**src/rtl/stats_pkg.sv**
```systemverilog
// Shared definitions for the statistics front end: sample width, packer FSM
// states and a width helper for sample counters.
package stats_pkg;

    localparam int SAMPLE_W = 8;

    typedef enum logic {
        FILL = 1'b0,
        HOLD = 1'b1
    } state_t;

    // Smallest w with (1 << w) >= value, usable in constant expressions.
    function automatic int clog2(input int value);
        int w;
        w = 0;
        while ((1 << w) < value) begin
            w++;
        end
        return w;
    endfunction

endpackage

```
**src/rtl/sample_window_packer.sv**
```systemverilog
// Packs a serial 8-bit sample stream into one SIZE-bit window with valid/ack handoff.
// Optional macro WINDOW_OVERLAP_EN: 50% overlap, the upper half of a released window seeds the next.
module sample_window_packer
    import stats_pkg::*;
#(
    parameter int SIZE          = 512,
    parameter int LOG2_N_VALUES = 6,
    parameter int DEBUG         = 0
) (
    input  logic                       clk,
    input  logic                       rst,
    input  logic [SAMPLE_W-1:0]        sample_in,
    input  logic                       sample_valid,
    output logic                       sample_ready,
    output logic [SIZE-1:0]            window_out,
    output logic                       window_valid,
    input  logic                       window_ack,
    output logic [LOG2_N_VALUES:0]     fill_count
);

    localparam int N_VALUES = SIZE / SAMPLE_W;
    localparam int CNT_W    = LOG2_N_VALUES + 1;
    localparam logic [CNT_W-1:0] LAST_SLOT = CNT_W'(N_VALUES - 1);
`ifdef WINDOW_OVERLAP_EN
    localparam logic [CNT_W-1:0] RESTART_COUNT = CNT_W'(N_VALUES / 2);
`else
    localparam logic [CNT_W-1:0] RESTART_COUNT = '0;
`endif

    if (SIZE != (SAMPLE_W << LOG2_N_VALUES) || clog2(N_VALUES + 1) != CNT_W) begin : g_size_check
        $error("sample_window_packer: SIZE must equal 8 << LOG2_N_VALUES");
    end
    if (DEBUG < 0 || DEBUG > 1) begin : g_debug_check
        $error("sample_window_packer: DEBUG must be 0 or 1");
    end

    state_t             state;
    state_t             state_next;
    logic [SIZE-1:0]    window_next;
    logic [CNT_W-1:0]   count_next;
    logic               accept;

    // Both handshake outputs are pure state decodes, so no path from sample_valid.
    assign sample_ready = (state == FILL);
    assign window_valid = (state == HOLD);
    assign accept       = sample_valid && sample_ready;

    always_comb begin
        state_next  = state;
        count_next  = fill_count;
        window_next = window_out;
        case (state)
            FILL: begin
                if (accept) begin
                    for (int k = 0; k < N_VALUES; k++) begin
                        if (fill_count == CNT_W'(k)) begin
                            window_next[k*SAMPLE_W +: SAMPLE_W] = sample_in;
                        end
                    end
                    count_next = fill_count + CNT_W'(1);
                    if (fill_count == LAST_SLOT) begin
                        state_next = HOLD;
                    end
                end
            end
            HOLD: begin
                if (window_ack) begin
                    state_next = FILL;
                    count_next = RESTART_COUNT;
`ifdef WINDOW_OVERLAP_EN
                    for (int k = 0; k < N_VALUES / 2; k++) begin
                        window_next[k*SAMPLE_W +: SAMPLE_W] =
                            window_out[(k + N_VALUES / 2)*SAMPLE_W +: SAMPLE_W];
                    end
`endif
                end
            end
        endcase
    end

    always_ff @(posedge clk or posedge rst) begin
        if (rst) begin
            state      <= FILL;
            fill_count <= '0;
            window_out <= '0;
        end else begin
            state      <= state_next;
            fill_count <= count_next;
            window_out <= window_next;
        end
    end

endmodule

```
**config.mk**
```make
export PLATFORM = sky130hd
export DESIGN_NAME = sample_window_packer
export DESIGN_NICKNAME = d
export VERILOG_FILES = /design/src/rtl/stats_pkg.sv /design/src/rtl/sample_window_packer.sv
export SDC_FILE = /design/constraint.sdc
export NUM_CORES = 1
export LEC_CHECK = 0
export CAP_MARGIN = 25
export CORE_ASPECT_RATIO = 2
export CORE_UTILIZATION = 45
export CTS_CLUSTER_DIAMETER = 80
export DETAILED_ROUTE_END_ITERATION = 10
export DONT_BUFFER_PORTS = 1
export GPL_TIMING_DRIVEN = 0
export PLACE_DENSITY = 0.59
export SLEW_MARGIN = 5
export SYNTH_ARGS = -nofsm -noshare
export SYNTH_HDL_FRONTEND = slang
export SYNTH_SLANG_ARGS = --single-unit
export TNS_END_PERCENT = 10
```
**constraint.sdc**
```tcl
create_clock -name clk -period 49.2 [get_ports clk]
set_input_delay 4.92 -clock clk [delete_from_list [all_inputs] [get_ports clk]]
set_output_delay 4.92 -clock clk [all_outputs]
set_load 0.02 [all_outputs]
```
==> impl_metrics.yaml <==
sta:
  fin_hold_ws_ns: 0.644
  worstMarginPinSlew_ns: 1.06
  finalClockSkew_ns: 0.0120
  finalCriticalPeriod_ns: 6.74
  relSlewSlack_pct: 29.1
  setup_viol: 0
  finalHoldViolations: 0
  min_period_over_period_pct: 13.7
  setup_ws_ns: 42.46
  rsz0062_at_grt: "no"
  fmax_mhz: 148
  slew_violations: 0
  tns_ns: 0
detailed_routing:
  avgViaCountPerCell: 5.63
  m1WireLength_um: 19000
  drc: 0
  drt_pass1_iterations: 5
  routedWlPerCell_um: 30.7
  wl_met2_um: 31400
  vias: 10700
  drt_iter0_drc: 447
  wl_met3_um: 5310
  ant_nets: 0
  dr.max_layer_used: "met4"
  wl_um: 58400
worst_hold_path:
  hp-class: "register to register"
  hp-start: "window_out[388]"
  min_to: "window_out[388]"
  hold_depth: 1
layout:
  multi_input_area_um2: 6760
  antenna_cells: 0
  fin_cells: 1900
  fin_area_um2: 22600
  final_nets: 1324
  area_delta_synth_final_pct: 11.9
  drive_gt1_share_pct: 48.9
  seq_area_um2: 13000
  nFillCells: 3786
  final_util_pct: 51.1
setup_path:
  r2r-end: "window_out[151]"
  start_kind: "register"
  ff2ff_setup_slack_ns: 46.50
  ff2ff_path_depth: 5
  cp.required_ns: 44.28
  r2r_start: "fill_count[1]"
  cp-end-kind: "output pin"
  critPathLaunch: "window_valid"
  crit_fanout: 11
  worstPathArrival_ns: 1.82
  worstSetupPathType: "register to output pin"
clock_tree:
  insertion_delay_ns: 0.56
  cts_made_buffers: 46
  cts.reportedPaths.clkPinSlew_ns: 0.07
  cts_sinks: 520
  postCtsHoldBufs: 0
  cts_resized: 0
  cts_buffer_depth: 3
  root_buffer: "clkbuf_16"
  ctsHtreeMaxLevel: 2
  postCtsSetupBuffers: 0
  cts_tree: "yes"
floorplan:
  dieHeight_um: 302
  core_area_um2: 44200
  die_x_um: 152
  start_util_pct: 45.7
  die_area_um2: 45800
  rows: 109
  pin_count: 533
placement:
  place_ws_ns: 42.55
  place_area_um2: 21000
  dp_hpwl_um: 42700
  gp_congestion: 0.818
  place_inst: 1815
  port_buffers: 0
synthesis:
  ys_seq_area_share_pct: 64.5
  synthesis.area_um2: 20200
  synth_edf_count: 0
  avgSynthCellArea_um2: 16.1
  synth_nets: 1270
  yosysUniqueCellTypes: 33
  yosys_warnings: 0
  ys.flop_type: "dfrtp_1"
  synth_top_area_share_pct: 64.5
  synthCells: 1254
  yosysTopAreaCell: "dfrtp_1"
  asyncSetResetFlopFracSynth_pct: 100
  synth_seq_cells: 520
  ys_top_cells_by_area: "dfrtp_1 64%, mux2_2 27%, nand2_2 1.2%, clkbuf_1 1.1%, mux2_1 1.1%"
power:
  power.density_nw_per_um2: 64.4
  leakage_nw: 11.3
  power_mw: 1.45
  vdd_ir_drop_max_uv: 41.1
global_routing:
  antenna_found_initial: 0
  grt_pass1_vias: 11400
  grt_pass1_wl_um: 82900
  grt_max_degree: 128
  grt.total_usage_pct: 25.5
  globalRouteOverflowTotal: 0
status:
  outcome: "complete, no violations"
job:
  maxCapViolCount: 0
-- worst max-delay path, stage by stage (launching register included) --
cell     delay, ns
dfrtp_1       0.68
buf_2         0.37
inv_1         0.21
-- placed cells by master (no fill, tap or decap), types with 3 or more instances in the layout --
| master | instances |
|---|---|
| clkinv_2 | 12 |
| ha_1 | 4 |
| inv_1 | 3 |
| nand2_2 | 39 |
| dfrtp_1 | 520 |
| nand2_1 | 26 |
| mux2_2 | 492 |
| clkbuf_1 | 68 |
| nor4b_4 | 7 |
| nor4bb_1 | 9 |
| clkbuf_8 | 13 |
| buf_16 | 4 |
| buf_2 | 20 |
| bufinv_16 | 3 |
| clkbuf_16 | 47 |
| nand4_1 | 3 |
| and2_1 | 3 |
| and4bb_2 | 6 |
| buf_1 | 8 |
| nand3_1 | 3 |
| and4b_1 | 8 |
| mux2_1 | 20 |
| buf_4 | 4 |
-- cells by family after synthesis --
kind of cell | Yosys count | synth area share, %
buffers and inverters | 99 | 2.08
AO/OA/AOI/OAI | 6 | 0.217
flip-flops | 520 | 64.5
multiplexers | 514 | 28.7
adder cells (fa/ha/maj) | 4 | 0.248
AND/OR/NAND/NOR | 111 | 4.34
-- how the worst max path moves through the flow --
stage | endpoint | slack [ns] | cells after the start
after floorplan | fill_count[0] | 29.75 | 1
after global placement | window_out[147] | 24.67 | 1
after detailed placement | window_out[2] | 42.55 | 5
after CTS | sample_ready | 42.44 | 2
after global routing | sample_ready | 42.38 | 2
final | sample_ready | 42.46 | 2
-- metal layers --
layer	track usage, %	up-vias
li1	-	4501
met1	26.6	5617
met2	45.8	463
met3	8.14	114
met4	11.3	0
met5	0	-
-- report_power, final --
group / leakage (nW) / switching [mW] / internal, mW
clock: 0.783 / 0.161 / 0.211
combinational: 3.50 / 0.0889 / 0.122
sequential: 6.99 / 0.307 / 0.565
-- final cells by class --
type,instances,area share (%)
flip-flops and latches,520,57.6
multi-input cells,635,29.9
clock buffers,67,6.11
well taps,555,3.07
plain buffers,95,1.79
clock inverters,18,0.781
repair buffers,6,0.620
inverters,4,0.0997
-- cells in the mapped netlist, drive strengths merged, types with 4 or more instances --
cell type  instances
mux2             512
buf               33
nor4bb             9
clkbuf            62
and4bb             6
nor4b              7
inv                4
nand2             65
dfrtp            520
and4b              8
ha                 4
nand4              4
-- state kept, by name (all words and copies together), names as in the netlist --
name,cells
window_valid,1
fill_count,7
window_out,512
Power figures use the tool's default switching activity.
